==> src/rtl/alu_divmod_unit.sv <==
// alu_divmod_unit: iterative signed divider (restoring shift-subtract).
// One quotient bit per clock. Sign handling is done on magnitudes at accept
// and undone in the single FIN cycle.
//
// Handshake: a request is taken on a rising edge where state is IDLE,
// start=1 and (DIV_e|MOD_e)=1; busy is high from the cycle after accept
// until FIN completes; done is a one-cycle pulse in the first IDLE cycle,
// where result/div_by_zero become valid and then hold until the next FIN.
module alu_divmod_unit #(
    parameter int WIDTH = 32
) (
    input  logic             clk,
    input  logic             rst,
    input  logic             start,
    input  logic             DIV_e,
    input  logic             MOD_e,
    input  logic [WIDTH-1:0] a,
    input  logic [WIDTH-1:0] b,
    output logic             busy,
    output logic             done,
    output logic [WIDTH-1:0] result,
    output logic             div_by_zero,
    output logic [1:0]       dbg_state
);

    localparam int CW = $clog2(WIDTH + 1);

    typedef enum logic [1:0] {
        IDLE = 2'd0,
        CALC = 2'd1,
        FIN  = 2'd2
    } state_t;

    state_t           r_state;
    logic             r_busy;
    logic             r_done;
    logic [WIDTH-1:0] r_result;
    logic             r_dbz;
    logic             r_is_div;
    logic             r_sign_a;
    logic             r_sign_q;
    logic             r_b_zero;
    logic [WIDTH-1:0] r_a_orig;
    logic [WIDTH-1:0] r_dvd;
    logic [WIDTH-1:0] r_b_mag;
    logic [WIDTH:0]   r_rem;
    logic [CW-1:0]    r_cnt;

    logic [WIDTH+1:0] w_shift;
    logic [WIDTH+1:0] w_diff;
    logic             w_ge;
    logic [WIDTH-1:0] w_quot;
    logic [WIDTH-1:0] w_remd;
    logic [WIDTH-1:0] w_final;
    logic [WIDTH-1:0] w_a_mag;
    logic [WIDTH-1:0] w_b_mag;

    // Restoring step datapath and sign correction of the finished values.
    // The extra top bit of the difference acts as the borrow: clear means
    // the shifted remainder was >= |b|.
    always_comb begin
        w_shift = {r_rem, r_dvd[WIDTH-1]};
        w_diff  = w_shift - {2'b00, r_b_mag};
        w_ge    = ~w_diff[WIDTH+1];
        w_quot  = r_sign_q ? -r_dvd : r_dvd;
        w_remd  = r_sign_a ? -r_rem[WIDTH-1:0] : r_rem[WIDTH-1:0];
        w_a_mag = a[WIDTH-1] ? -a : a;
        w_b_mag = b[WIDTH-1] ? -b : b;
        if (r_b_zero) begin
            w_final = r_is_div ? {WIDTH{1'b1}} : r_a_orig;
        end else begin
            w_final = r_is_div ? w_quot : w_remd;
        end
    end

    // Control FSM with registered handshake outputs and datapath registers.
    always_ff @(posedge clk) begin
        if (rst) begin
            r_state  <= IDLE;
            r_busy   <= 1'b0;
            r_done   <= 1'b0;
            r_result <= '0;
            r_dbz    <= 1'b0;
            r_is_div <= 1'b0;
            r_sign_a <= 1'b0;
            r_sign_q <= 1'b0;
            r_b_zero <= 1'b0;
            r_a_orig <= '0;
            r_dvd    <= '0;
            r_b_mag  <= '0;
            r_rem    <= '0;
            r_cnt    <= '0;
        end else begin
            r_done <= 1'b0;
            case (r_state)
                IDLE: begin
                    if (start && (DIV_e || MOD_e)) begin
                        r_is_div <= DIV_e;
                        r_sign_a <= a[WIDTH-1];
                        r_sign_q <= a[WIDTH-1] ^ b[WIDTH-1];
                        r_b_zero <= (b == '0);
                        r_a_orig <= a;
                        r_dvd    <= w_a_mag;
                        r_b_mag  <= w_b_mag;
                        r_rem    <= '0;
                        r_cnt    <= CW'(WIDTH);
                        r_busy   <= 1'b1;
                        r_state  <= CALC;
                    end
                end
                CALC: begin
                    if (w_ge) begin
                        r_rem <= w_diff[WIDTH:0];
                    end else begin
                        r_rem <= w_shift[WIDTH:0];
                    end
                    r_dvd <= {r_dvd[WIDTH-2:0], w_ge};
                    r_cnt <= r_cnt - CW'(1);
                    if (r_cnt == CW'(1)) begin
                        r_state <= FIN;
                    end
                end
                FIN: begin
                    r_result <= w_final;
                    r_dbz    <= r_b_zero;
                    r_done   <= 1'b1;
                    r_busy   <= 1'b0;
                    r_state  <= IDLE;
                end
                default: begin
                    r_state <= IDLE;
                    r_busy  <= 1'b0;
                end
            endcase
        end
    end

    assign busy        = r_busy;
    assign done        = r_done;
    assign result      = r_result;
    assign div_by_zero = r_dbz;
    assign dbg_state   = r_state;

endmodule

==> config.mk <==
export PLATFORM = sky130hd
export DESIGN_NAME = alu_divmod_unit
export DESIGN_NICKNAME = d
export VERILOG_FILES = /design/src/rtl/alu_divmod_unit.sv
export SDC_FILE = /design/constraint.sdc
export NUM_CORES = 1
export LEC_CHECK = 0
export BUFFER_PORTS_ARGS = -buffer_cell sky130_fd_sc_hd__buf_2
export CAP_MARGIN = 5
export CORE_MARGIN = 1
export CORE_UTILIZATION = 50
export CTS_BUF_LIST = sky130_fd_sc_hd__clkbuf_8
export DETAILED_ROUTE_END_ITERATION = 12
export GPL_ROUTABILITY_DRIVEN = 0
export PLACE_DENSITY = 0.67
export SKIP_CTS_REPAIR_TIMING = 1
export SLEW_MARGIN = 15
export SYNTH_ARGS = -nofsm -noshare
export SYNTH_HDL_FRONTEND = slang
export SYNTH_SLANG_ARGS = --single-unit
==> constraint.sdc <==
create_clock -name clk -period 6.1 [get_ports clk]
set_input_delay 1.22 -clock clk [delete_from_list [all_inputs] [get_ports clk]]
set_output_delay 1.22 -clock clk [all_outputs]
set_load 0.05 [all_outputs]
# Yosys cells after proc, flatten, opt, wreduce, memory -nomap -nowiden
# Cells that the tools add are included.
[totals]
ram_bits = 0
wordCells = 57
latch_bits = 0
regBits = 176
mem_bits_ro = 0
mem_count = 0
[classes]
shift = 0
n_bitwise = 3
n_lt_le_gt_ge = 0
n_div = 0
multipliers = 0
reduce_logical = 9
n_addsub = 6
mux = 20
eq_ne = 5
[op_table]
columns = ["cell", "n"]
rows = [
  ["$mux W32", 8],
  ["$neg A32 Y32", 4],
  ["$mux W33", 2],
  ["$pmux W33 S2", 1],
  ["$pmux W32 S2", 1],
  ["$sub A34 B32 Y34", 1],
  ["$logic_not A32 Y1", 1],
  ["$pmux W6 S2", 1],
  ["$reduce_and A2 Y1", 4],
  ["$eq A6 B1 Y1 const B", 1],
  ["$mux W6", 1],
  ["$sub A6 B1 Y6 const B", 1],
  ["$mux W2", 2],
  ["$ne A2 B2 Y1 const B", 2],
  ["$pmux W2 S2", 1],
  ["$eq A2 B1 Y1 const B", 1],
  ["$eq A2 B2 Y1 const B", 1],
  ["$logic_not A2 Y1", 1],
  ["$mux W1", 2],
  ["$not A1 Y1", 2],
  ["$pmux W1 S2", 1],
  ["$reduce_bool A2 Y1", 1],
  ["$logic_and A1 B1 Y1", 1],
  ["$logic_or A1 B1 Y1", 1],
  ["$xor A1 B1 Y1", 1],
]

# Logic depth before layout (Yosys ltp)
# Gate-level depths: netlist (run 1).
[depth]
word_depth = 4
depth_mapped = 14

# Least setup slack after synthesis (run 1)
# No wires, ideal clock.
[synth_timing]
kind = "in2reg"
startpoint = "in b[12]"
endpoint = "reg r_b_mag[26]"
path_buffers = 0
setup_slack_ns = 2.650
t_arrival_ns = 3.379
path_stages = 9
required_ns = 6.030
cell_sequence = "or3_1 -> nor3_1 -> nand3_1 -> or2_1 -> or4_1 -> o41ai_1 -> xnor2_1 -> nand2_1 -> a21oi_1"
[synth_via]
elab_chain_len = 2
[synth_rtl]
columns = ["element", "line", "rtl"]
rows = [
  ["start: declaration", "18", "input logic [WIDTH-1:0] b,"],
  ["$neg A32 Y32", "68", "w_b_mag = b[WIDTH-1] ? -b : b;"],
  ["$mux W32", "68", ""],
  ["end signal: assignment", "104", "r_b_mag <= w_b_mag;"],
  ["end: declaration", "45", "logic [WIDTH-1:0] r_b_mag;"],
]
# No other way between the ends.
# A chain may end at the register's enable or synchronous reset.

# Final worst setup path (run 1)
[layout_timing]
startpoint = "reg r_rem[0]"
endpoint = "reg r_rem[1]"
[layout_via]
elab_chain_len = 3
[layout_rtl]
columns = ["element", "line", "rtl"]
rows = [
  ["start: declaration", "46", "logic [WIDTH:0] r_rem;"],
  ["start signal: assignment", "113", "r_rem <= w_diff[WIDTH:0];"],
  ["start signal: assignment", "115", "r_rem <= w_shift[WIDTH:0];"],
  ["$sub A34 B32 Y34", "63", "w_diff = w_shift - {2'b00, r_b_mag};"],
  ["$mux W33 (*)", "112", "if (w_ge) begin"],
  ["$pmux W33 S2 (*)", "95", "case (r_state)"],
]
# Mark *: on every way between the ends. The rest lies on a longest branch, timed or not.

==> results.tsv, run 1 <==
stage	metric	value	unit
placement	port_buffers	105	
timing	timing.slew.headroom	30.0	%
synthesis	synth.area.top_cells	dfxtp_1, nand2_1, a21oi_1, xor2_1, xnor2_1	
pwr	power_switching	1030	uW
placement	detailedPlace.worstSlack	2280	ps
die	floorplan.die.width	152	um
drt	ant_nets	0	
timing	actual_slew_at_the_worst_max_slew_pin	1050	ps
synthesis	synth-seq-area-share	31.2	%
timing	final_period_minus_worst_setup_slack	3870	ps
drt	detailroute.via_count	10600	
drt	detailedRoute.firstPassIterationCount	9	
synthesis	synth.ff_latch_count	175	
die	std_cell_rows	54	
timing	slew_violations	0	
grt	grt_busiest_layer	met2	
clock_tree	clock_tree_sinks	175	
die	chip_height	152	um
timing	finalHoldWorstSlack	436	ps
synthesis	netlist.area_leader.share	31.2	%
timing	worst_case_clock_skew	17.2	ps
critical_path	cp-start-kind	flip-flop	
clock_tree	cts.clk_slew.worst_paths	100	ps
pwr	combinationalPowerShare	27.5	%
die	core_box_area	0.0220	mm2
clock_tree	clk_root_buffer_cell	clkbuf_8	
synthesis	synth.largest_area_cell	dfxtp_1	
grt	globalRouteOverflowTotal	0	
grt	number_of_antenna_violations_at_the_first_check_in_global_routing	0	
timing	rsz0062_at_grt	false	
die	floorplan.die_area	0.0231	mm2
pwr	pwr-share-clk	29.6	%
placement	post_detail_place_hpwl	21700	um
synthesis	synth.net_count	1566	
final_layout	final_nets	1615	
placement	postPlaceCellArea	0.0119	mm2
critical_path	criticalPathCategory	flip-flop to flip-flop	
synthesis	synth-edff-count	0	
clock_tree	ctsHtreeMaxLevel	4	
clock_tree	clk-insertion-delay-late	470	ps
drt	drc_errors	4	
clock_tree	cts-root-to-sink-buffers	2	
final_layout	layout-drive-gt1-share	11.8	%
timing	finalHoldViolations	0	
timing	post-route-period-util	63.4	%
synthesis	synthArstFlopShare	0	%
synthesis	synth.distinct_cells	71	
run	maxCapViolations	0	
grt	grt_start_max_net_pins	89	
timing	setup_viol	0	
status	failed_checks	design-rule violations	
final_layout	antenna-diode-count	0	
clock_tree	tritoncts	built	
pwr	p_int	1940	uW
synthesis	post_synth_most_frequent_cells	nand2_1, dfxtp_1, a21oi_1, nor2_1, o21ai_0	
pwr	net_sw_share	34.7	%
synthesis	synth_ff_type	dfxtp_1	
grt	use_met3	3.45	%
drt	post_drt_wl_per_cell	16.6	um
grt	first_pass_grt_wire_length	49200	um
grt	use_met2	44.4	%
synthesis	postSynthAreaPerCell	7.71	um2
critical_path	timing.critical_path.to_type	flip-flop	
pwr	power_leakage	0.00500	uW
clock_tree	tritoncts.num_buffers	17	
final_layout	syn_to_final_growth	9.64	%
critical_path	cp_data_required_time	6400	ps
grt	gr-usage-met1	34.5	%
critical_path	critical_path_peak_fanout	22	
die	initial_utilization	51.2	%
drt	routed_wirelength	29900	um
timing	maxClockFrequency	258	MHz
grt	combined_global_route_utilization_of_all_metal_layers	26.0	%
die	floorplan.io_pins	106	
synthesis	synth.most_common_cell	nand2_1	
critical_path	arrival	4170	ps
min_path	hold_crit_path_type	flip-flop to flip-flop	
timing	total_negative_setup_slacks	0	ps
grt	vias_in_the_first_global_route	9745	
final_layout	final_cell_area	0.0123	mm2
synthesis	warnings_synthesis	0	
pwr	power-per-cell-area	241	mW/mm2
drt	route.detailed.vias_per_inst	5.88	
status	run_status	finished with violations	
synthesis	synthesis.instances	1458	
pwr	post-layout-total-power	2970	uW
pwr	ir_drop	131	uV
pwr	power.share.sequential	42.9	%
drt	dr.first_iter.drc_count	649	
timing	postLayoutSetupSlackWorst	2230	ps
synthesis	syn_area	0.0112	mm2
==> layer usage <==
metal | part of all wire, % | routed length, um | vias to the layer above
li1 | - | - | 5328
met2 | 48 | 14500 | 237
met5 | 0 | 0 | -
met3 | 4.2 | 1260 | 33
met1 | 46 | 13800 | 4985
met4 | 1.3 | 380 | 0
==> cells by family after synthesis <==
kind of cell,synth area share (%)
compound gates,26.3
xor+xnor,11.3
fa+ha+maj,4.41
buf+inv,5.16
flops,31.2
mux,2.76
simple gates,18.9
==> metrics by stage <==
| stage | std cells | util [%] |
|---|---|---|
| CTS | 1799 | 56.1 |
| detailed placement | 1768 | 54.2 |
| floorplan | 1458 | - |
| global route | 1799 | 56.1 |
| finish | 1799 | 56.1 |
| global placement | 1768 | 54.2 |
==> critical path, stage by stage, from the launching register on <==
cell,delay [ps]
dfxtp_1,510
ha_1,290
nor2b_1,140
o2111ai_1,220
a31oi_1,180
o41a_1,520
a31o_2,310
o211ai_2,240
xor2_4,580
buf_4,410
mux2i_1,220
a211oi_1,90
==> placed cells by master, fill, tap and decap left out, types with 31 or more instances in the layout <==
master    instances
a21oi_1         139
a211oi_1         37
mux2i_1          31
xor2_1           75
buf_2           104
o21ai_0          91
dfxtp_1         175
nand2_1         229
o31ai_1          33
inv_1            57
nor2_1           98
ha_1             38
xnor2_1          69
==> power groups by stage <==
stage | clock (uW) | sequential [uW] | combinational [uW]
final | 879 | 1270 | 817
after global routing | 938 | 1290 | 911
after CTS | 895 | 1270 | 815
after detailed placement | 0 | 1300 | 812
after global placement | 0 | 1300 | 803
after floorplan | 0 | 1280 | 627
==> registers in the layout, indices dropped and copies added (netlist names) <==
register	flops
r_sign_q	1
dbg_state	2
div_by_zero	1
done	1
r_b_mag	32
r_is_div	1
r_a_orig	31
r_sign_a	1
r_rem	33
r_dvd	32
busy	1
r_cnt	6
result	32
r_b_zero	1
==> final cells by class <==
| cell class | count | area [um2] |
|---|---|---|
| Inverter | 57 | 214 |
| Clock buffer | 17 | 234 |
| Fill cell | 2096 | 9640 |
| Timing Repair Buffer | 121 | 648 |
| Multi-Input combinational cell | 1135 | 7190 |
| Sequential cell | 175 | 3500 |
| Tap cell | 280 | 350 |
| Clock inverter | 14 | 178 |
==> path summary, 6_finish.rpt <==
kind	from	end	slack, ps	cells after the start
setup reg to reg	r_rem[0]$_SDFFE_PP0P_	r_rem[1]$_SDFFE_PP0P_	2230	11
hold reg to reg	result[24]$_SDFFE_PP0P_	result[24]$_SDFFE_PP0P_	440	2
setup / recovery	r_rem[0]$_SDFFE_PP0P_	r_rem[1]$_SDFFE_PP0P_	2230	11
hold / removal	result[24]$_SDFFE_PP0P_	result[24]$_SDFFE_PP0P_	440	2
No activity file was read; power rests on OpenSTA's default activity.
==> run 2, diff against run 1 <==
--- a/config.mk
+++ b/config.mk
@@ -5,6 +5,7 @@
 export SDC_FILE = /design/constraint.sdc
 export NUM_CORES = 1
 export LEC_CHECK = 0
+export ABC_AREA = 1
 export BUFFER_PORTS_ARGS = -buffer_cell sky130_fd_sc_hd__buf_2
 export CAP_MARGIN = 5
 export CORE_MARGIN = 1
@@ -12,7 +13,7 @@
 export CTS_BUF_LIST = sky130_fd_sc_hd__clkbuf_8
 export DETAILED_ROUTE_END_ITERATION = 12
 export GPL_ROUTABILITY_DRIVEN = 0
-export PLACE_DENSITY = 0.67
+export PLACE_DENSITY = 0.69
 export SKIP_CTS_REPAIR_TIMING = 1
 export SLEW_MARGIN = 15
 export SYNTH_ARGS = -nofsm -noshare
==> constraint.sdc (replaced) <==
create_clock -name clk -period 3.4 [get_ports clk]
set_input_delay 0.68 -clock clk [delete_from_list [all_inputs] [get_ports clk]]
set_output_delay 0.68 -clock clk [all_outputs]
set_load 0.05 [all_outputs]
==> results.tsv, run 2 <==
stage	metric	value	unit	change
status	run_status	finished clean		
clock_tree	tritoncts	built		
drt	detailroute.via_count	15100		+43%
timing	actual_slew_at_the_worst_max_slew_pin	970	ps	-79.5 ps
die	initial_utilization	50.8	%	-0.35 points
synthesis	synth_ff_type	dfxtp_1		
final_layout	final_cell_area	0.0152	mm2	+24%
synthesis	postSynthAreaPerCell	6.21	um2	-19%
synthesis	post_synth_most_frequent_cells	nand2_1, inv_1, a21oi_1, nor2_1, dfxtp_1		
synthesis	synthArstFlopShare	0	%	unchanged
timing	post-route-period-util	80.4	%	+17 points
timing	maxClockFrequency	366	MHz	+42%
critical_path	cp-start-kind	flip-flop		
timing	total_negative_setup_slacks	0	ps	unchanged
placement	post_detail_place_hpwl	34600	um	+60%
clock_tree	ctsHtreeMaxLevel	4		unchanged
timing	setup_viol	0		unchanged
synthesis	netlist.area_leader.share	24.9	%	-6.3 points
drt	drc_errors	0		-4
run	maxCapViolations	0		unchanged
drt	routed_wirelength	45700	um	+53%
critical_path	timing.critical_path.to_type	flip-flop		
die	chip_height	170	um	+12%
die	floorplan.die_area	0.0288	mm2	+25%
synthesis	synth.largest_area_cell	dfxtp_1		
critical_path	reg2reg_setup_slack	670	ps	-1560 ps
pwr	power_leakage	0.00743	uW	+49%
die	floorplan.io_pins	106		unchanged
critical_path	worst_path_largest_cell_delay	460	ps	-120 ps
synthesis	synthesis.instances	2269		+56%
synthesis	syn_area	0.0141	mm2	+25%
critical_path	worstPathCellList	inv_1 > ha_1 > nand2_1 > nand2_1 > nand2_1 > nand2_1 > inv_2 > nand3_2 > nand2_2 > nand2_4 > nand2_8 > nand3_4 > nand3_1 > nand3_2 > a21oi_2		
clock_tree	clk_root_buffer_cell	clkbuf_8		
grt	grt_start_max_net_pins	114		+28%
clock_tree	clock_tree_sinks	175		unchanged
timing	timing.slew.headroom	35.3	%	+5.3 points
critical_path	cp_data_required_time	3820	ps	-2580 ps
critical_path	setup.worst_path.start	r_b_mag[6]$_SDFFE_PP0P_		
critical_path	arrival	3150	ps	-1020 ps
synthesis	synth-seq-area-share	24.9	%	-6.3 points
drt	dr.first_iter.drc_count	1678		+160%
pwr	power-per-cell-area	1180	mW/mm2	+390%
drt	ant_nets	0		unchanged
grt	combined_global_route_utilization_of_all_metal_layers	32.1	%	+6.1 points
critical_path	worstReg2RegStart	r_b_mag[6]$_SDFFE_PP0P_		
final_layout	antenna-diode-count	0		unchanged
die	core_box_area	0.0277	mm2	+26%
synthesis	synth.net_count	2377		+52%
die	floorplan.die.width	170	um	+12%
timing	rsz0062_at_grt	false		
final_layout	largest_register_ff_count	33		unchanged
grt	vias_in_the_first_global_route	13500		+38%
timing	final_period_minus_worst_setup_slack	2730	ps	-1140 ps
critical_path	rr_endpoint	r_rem[3]$_SDFFE_PP0P_		
grt	first_pass_grt_wire_length	72200	um	+47%
final_layout	syn_to_final_growth	8.10	%	
critical_path	crit_end	r_rem[3]$_SDFFE_PP0P_		
clock_tree	cts.clk_slew.worst_paths	110	ps	about the same
critical_path	crit_slowest_cell	nand3_4		
synthesis	warnings_synthesis	0		unchanged
die	std_cell_rows	61		+13%
drt	detailedRoute.firstPassIterationCount	8		-1
synthesis	synth.most_common_cell	nand2_1		
grt	number_of_antenna_violations_at_the_first_check_in_global_routing	0		unchanged
critical_path	worstRegToRegCells	15		+4
timing	finalHoldViolations	0		unchanged
final_layout	final_common_cell	nand2_1		
synthesis	synth.ff_latch_count	175		unchanged
grt	globalRouteOverflowTotal	0		unchanged
timing	slew_violations	0		unchanged
synthesis	synth.distinct_cells	52		-27%
placement	postPlaceCellArea	0.0148	mm2	+24%
clock_tree	tritoncts.num_buffers	17		unchanged
placement	port_buffers	105		unchanged
drt	post_drt_wl_per_cell	16.9	um	+1.6%
min_path	hold_crit_path_type	input pin to flip-flop		
drt	route.detailed.vias_per_inst	5.60		-4.8%
pwr	ir_drop	1410	uV	+970%
clock_tree	cts-root-to-sink-buffers	2		unchanged
critical_path	critical_path_peak_fanout	33		+50%
final_layout	layout-drive-gt1-share	14.2	%	+2.3 points
timing	worst_case_clock_skew	25.4	ps	+8.20 ps
critical_path	cpMostUsedCell	nand2_1		
synthesis	synth-edff-count	0		unchanged
final_layout	final_nets	2423		+50%
final_layout	reg_with_most_ffs	r_rem		
final_layout	most-common-layout-cells	nand2_1, inv_1, a21oi_1, nor2_1, dfxtp_1		
synthesis	synth.area.top_cells	dfxtp_1, nand2_1, inv_1, nand3_2, a21oi_1		
clock_tree	clk-insertion-delay-late	500	ps	+30 ps
critical_path	criticalPathCategory	flip-flop to flip-flop		
[run 2: cell count changes after synthesis, moves of 48 or more]
cell     before  now
nor2_1      102  178
nand3_1      20  171
xnor2_1      69   21
xor2_1       76   27
nand2_1     229  578
nand3_2       0   94
inv_1        57  331
[run 2: metrics by stage]
step                setup slack (ps)  hold slack [ps]  power (uW)  cells  utilization, %
global route                     489              456       19500   2705            54.9
CTS                              747              429       17600   2705            54.9
finish                           668              459       17900   2705            54.9
global placement                 848              439       15700   2674            53.3
floorplan                       1290              427       13400   2269               -
detailed placement               777              446       15900   2674            53.3
[run 2: kinds of logic after synthesis]
| group | after synthesis | share of synthesized area (%) |
|---|---|---|
| simple gates | 1130 | 38.5 |
| buf+inv | 443 | 12.6 |
| compound gates | 434 | 17.5 |
| flops | 175 | 24.9 |
| xor+xnor | 48 | 2.99 |
| fa+ha+maj | 39 | 3.52 |
[run 2: layer usage]
metal | vias to the layer above | track usage [%] | wire, um
met4 | 2 | 9.40 | 1060
met5 | - | 1.57 | 59
li1 | 7479 | - | -
met3 | 70 | 8.40 | 4990
met2 | 692 | 46.2 | 18900
met1 | 6899 | 46.2 | 20700
[run 2: how the worst min path moves through the flow]
stage,from,end,cells past startpoint
finish,a[1],r_a_orig[1]$_SDFFE_PP0P_,3
CTS,a[1],r_a_orig[1]$_SDFFE_PP0P_,3
global placement,r_a_orig[11]$_SDFFE_PP0P_,r_a_orig[11]$_SDFFE_PP0P_,2
detailed placement,r_a_orig[22]$_SDFFE_PP0P_,r_a_orig[22]$_SDFFE_PP0P_,2
floorplan,r_a_orig[27]$_SDFFE_PP0P_,r_a_orig[27]$_SDFFE_PP0P_,2
global route,a[1],r_a_orig[1]$_SDFFE_PP0P_,3
[run 2: area by class of cell]
cell class / instances / area [um2]
Tap cell: 378 / 473
Inverter: 347 / 1300
Multi-Input combinational cell: 1651 / 8810
Fill cell: 2838 / 12500
Timing Repair Buffer: 123 / 688
Clock buffer: 17 / 234
Clock inverter: 14 / 210
Sequential cell: 175 / 3500
[run 2: report_power, final]
group | internal (uW) | total, uW | switching [uW]
combinational | 4280 | 13400 | 9110
sequential | 2370 | 2810 | 440
clock | 814 | 1690 | 876
[run 2: critical path: cells and delay by family, from the launching register on]
family / cells / cell delay (ps)
DFF: 1 / 360
adders and majority gates: 1 / 370
AOI/OAI and AO/OA: 1 / 140
and+or+nand+nor: 11 / 1640
buffers and inverters: 2 / 130
==> run 3, diff against run 2 <==
--- a/config.mk
+++ b/config.mk
@@ -5,7 +5,7 @@
 export SDC_FILE = /design/constraint.sdc
 export NUM_CORES = 1
 export LEC_CHECK = 0
-export ABC_AREA = 1
+export ABC_AREA = 0
 export BUFFER_PORTS_ARGS = -buffer_cell sky130_fd_sc_hd__buf_2
 export CAP_MARGIN = 5
 export CORE_MARGIN = 1
@@ -13,7 +13,7 @@
 export CTS_BUF_LIST = sky130_fd_sc_hd__clkbuf_8
 export DETAILED_ROUTE_END_ITERATION = 12
 export GPL_ROUTABILITY_DRIVEN = 0
-export PLACE_DENSITY = 0.69
+export PLACE_DENSITY = 0.67
 export SKIP_CTS_REPAIR_TIMING = 1
 export SLEW_MARGIN = 15
 export SYNTH_ARGS = -nofsm -noshare
==> constraint.sdc (replaced) <==
create_clock -name clk -period 2.85 [get_ports clk]
set_input_delay 0.57 -clock clk [delete_from_list [all_inputs] [get_ports clk]]
set_output_delay 0.57 -clock clk [all_outputs]
set_load 0.05 [all_outputs]
==> results.tsv, run 3 (same netlist as run 1, synthesis figures left out) <==
stage	metric	value	unit	change
drt	dr.max_layer_used	met4		
drt	dr.first_iter.drc_count	596		-64%
status	failed_checks	design-rule violations, negative setup slack		
pwr	power_switching	2320	uW	-78%
critical_path	reg2reg_setup_slack	-250	ps	-920 ps
critical_path	crit_slowest_cell	a311o_1		
final_layout	final_common_cell	nand2_1		
timing	actual_slew_at_the_worst_max_slew_pin	845	ps	-125 ps
grt	first_pass_grt_wire_length	52600	um	-27%
pwr	power_leakage	0.00567	uW	-24%
drt	drc_errors	5		+5
run	maxCapViolations	0		unchanged
die	floorplan.die_area	0.0231	mm2	-20%
clock_tree	tritoncts.num_buffers	17		unchanged
min_path	hold_crit_path_type	input pin to flip-flop		
pwr	pwr-share-clk	27.3	%	+18 points
final_layout	final_nets	1739		-28%
die	floorplan.die.width	152	um	-11%
drt	detailroute.via_count	11300		-26%
final_layout	largest_register_ff_count	33		unchanged
final_layout	antenna-diode-count	0		unchanged
grt	globalRouteOverflowTotal	0		unchanged
pwr	p_int	4340	uW	-42%
pwr	ir_drop	323	uV	-77%
drt	ant_nets	0		unchanged
pwr	power-per-cell-area	492	mW/mm2	-58%
timing	post-route-period-util	109	%	+28 points
grt	number_of_antenna_violations_at_the_first_check_in_global_routing	0		unchanged
critical_path	worstPathCellList	inv_2 > ha_4 > inv_2 > fa_2 > a21o_1 > a221oi_4 > o21ai_2 > a311o_1 > a21oi_2 > o221ai_2 > a21o_1 > a32o_1 > or3_1		
critical_path	crit_end	r_rem[32]$_SDFFE_PP0P_		
timing	maxClockFrequency	322	MHz	-12%
pwr	post-layout-total-power	6660	uW	-63%
placement	post_detail_place_hpwl	23200	um	-33%
critical_path	critPathBufInv	2		unchanged
timing	worst_case_clock_skew	14.1	ps	-11.3 ps
timing	slew_violations	0		unchanged
drt	wire_length_on_met3	1370	um	-72%
grt	grt_start_max_net_pins	62		-46%
min_path	start_point_of_the_worst_min_delay_path	a[18]		
critical_path	timing.critical_path.to_type	flip-flop		
final_layout	reg_with_most_ffs	r_rem		
placement	detailedPlace.worstSlack	-240	ps	-1020 ps
critical_path	criticalPathCategory	flip-flop to flip-flop		
critical_path	rr_endpoint	r_rem[32]$_SDFFE_PP0P_		
drt	route.detailed.vias_per_inst	5.85		+4.5%
final_layout	most-common-layout-cells	nand2_1, dfxtp_1, a21oi_1, buf_4, buf_2		
die	floorplan.io_pins	106		unchanged
pwr	combinationalPowerShare	32.1	%	-43 points
clock_tree	tritoncts	built		
die	core_box_area	0.0220	mm2	-21%
drt	met1Wirelength	14600	um	-29%
critical_path	setup.worst_path.start	r_dvd[31]$_SDFFE_PP0P_		
timing	rsz0062_at_grt	true		
die	chip_height	152	um	-11%
clock_tree	clk_root_buffer_cell	clkbuf_8		
critical_path	worstReg2RegStart	r_dvd[31]$_SDFFE_PP0P_		
clock_tree	ctsHtreeMaxLevel	4		unchanged
critical_path	cp-start-kind	flip-flop		
pwr	power.share.sequential	40.7	%	+25 points
drt	detailedRoute.firstPassIterationCount	9		+1
pwr	net_sw_share	34.8	%	-23 points
final_layout	layout-drive-gt1-share	20.3	%	+6.1 points
drt	post_drt_wl_per_cell	16.6	um	-1.6%
drt	wl_met2	15300	um	-19%
min_path	whs_path_depth	3		unchanged
critical_path	critical_path_peak_fanout	2		-94%
clock_tree	clock_tree_sinks	175		unchanged
timing	postLayoutSetupSlackWorst	-251	ps	-919 ps
final_layout	syn_to_final_growth	20.4	%	
critical_path	critical_path_cell_count	13		-2
timing	finalHoldViolations	0		unchanged
grt	vias_in_the_first_global_route	10700		-21%
die	std_cell_rows	54		-11%
critical_path	cp_data_required_time	3210	ps	-610 ps
clock_tree	cts-root-to-sink-buffers	2		unchanged
critical_path	worstRegToRegCells	13		-2
placement	port_buffers	105		unchanged
status	run_status	finished with violations		
timing	final_period_minus_worst_setup_slack	3100	ps	+369 ps
clock_tree	clk-insertion-delay-late	480	ps	-20 ps
drt	routed_wirelength	31900	um	-30%
timing	timing.slew.headroom	43.6	%	+8.3 points
critical_path	worst_path_largest_cell_delay	410	ps	-50 ps
timing	setup_viol	34		+34
grt	combined_global_route_utilization_of_all_metal_layers	27.6	%	-4.5 points
clock_tree	cts.clk_slew.worst_paths	100	ps	about the same
die	initial_utilization	51.2	%	+0.35 points
critical_path	arrival	3460	ps	+310 ps
critical_path	cpLargestDelayFamily	compound AO/OA/AOI/OAI gates		
==> run 3: cell count changes in the layout (fill, tap and decap cells not counted), moves of 47 or more <==
cell | previous run | this run
buf_4 | 17 | 130
inv_1 | 331 | 55
nand2_1 | 577 | 228
nand3_1 | 171 | 19
nand3_2 | 94 | 1
nor2_1 | 177 | 98
o21ai_0 | 133 | 72
xnor2_1 | 21 | 68
xor2_1 | 27 | 75
==> run 3: metrics by stage <==
stage / setup TNS, ps / area [um2] / util (%) / hold slack, ps / std cells
final: -3820 / 13500 / 61.6 / 347 / 1923
after global routing: -13060 / 13500 / 61.6 / 354 / 1923
after CTS: -2870 / 13200 / 60.0 / 329 / 1910
after detailed placement: -3430 / 12800 / 58.2 / 431 / 1879
after global placement: -1260 / 12800 / 58.2 / 423 / 1879
after floorplan: -89.8 / 11300 / - / 432 / 1458
==> run 3: layout make-up <==
| class | instances | area [um2] |
|---|---|---|
| multi-input cells | 1136 | 7370 |
| repair buffers | 244 | 1680 |
| inverters | 57 | 214 |
| clock buffers | 18 | 248 |
| fillers | 2012 | 8430 |
| flip-flops and latches | 175 | 3510 |
| well taps | 280 | 350 |
| clock inverters | 13 | 151 |
==> run 3: power by group through the flow <==
stage                     registers [uW]  logic, uW  clock network (uW)
final                               2710       2140                1820
after global routing                2730       2360                1940
after CTS                           2700       1980                1850
after detailed placement            2760       1970                   0
after global placement              2760       1950                   0
after floorplan                     2740       1340                   0
==> run 3: worst min path at each step <==
stage / end / slack [ps]
after CTS: r_a_orig[18]$_SDFFE_PP0P_ / 330
after floorplan: r_b_mag[26]$_SDFFE_PP0P_ / 430
final: r_a_orig[18]$_SDFFE_PP0P_ / 350
after global placement: result[17]$_SDFFE_PP0P_ / 420
after detailed placement: result[22]$_SDFFE_PP0P_ / 430
after global routing: r_a_orig[26]$_SDFFE_PP0P_ / 350
==> run 3: worst register-to-register path: cells and delay by family (launching register included) <==
| family | cells | cell delay (ps) |
|---|---|---|
| buffers and inverters | 2 | 110 |
| AOI/OAI and AO/OA | 8 | 1760 |
| DFF | 1 | 330 |
| adders and majority gates | 2 | 480 |
| and+or+nand+nor | 1 | 310 |
==> run 3: routing by layer <==
layer / vias to the layer above / global-route usage, %
met4: 0 / 9.09
met1: 5349 / 36.1
met2: 296 / 47.4
met3: 44 / 3.05
li1: 5563 / -
met5: - / 0
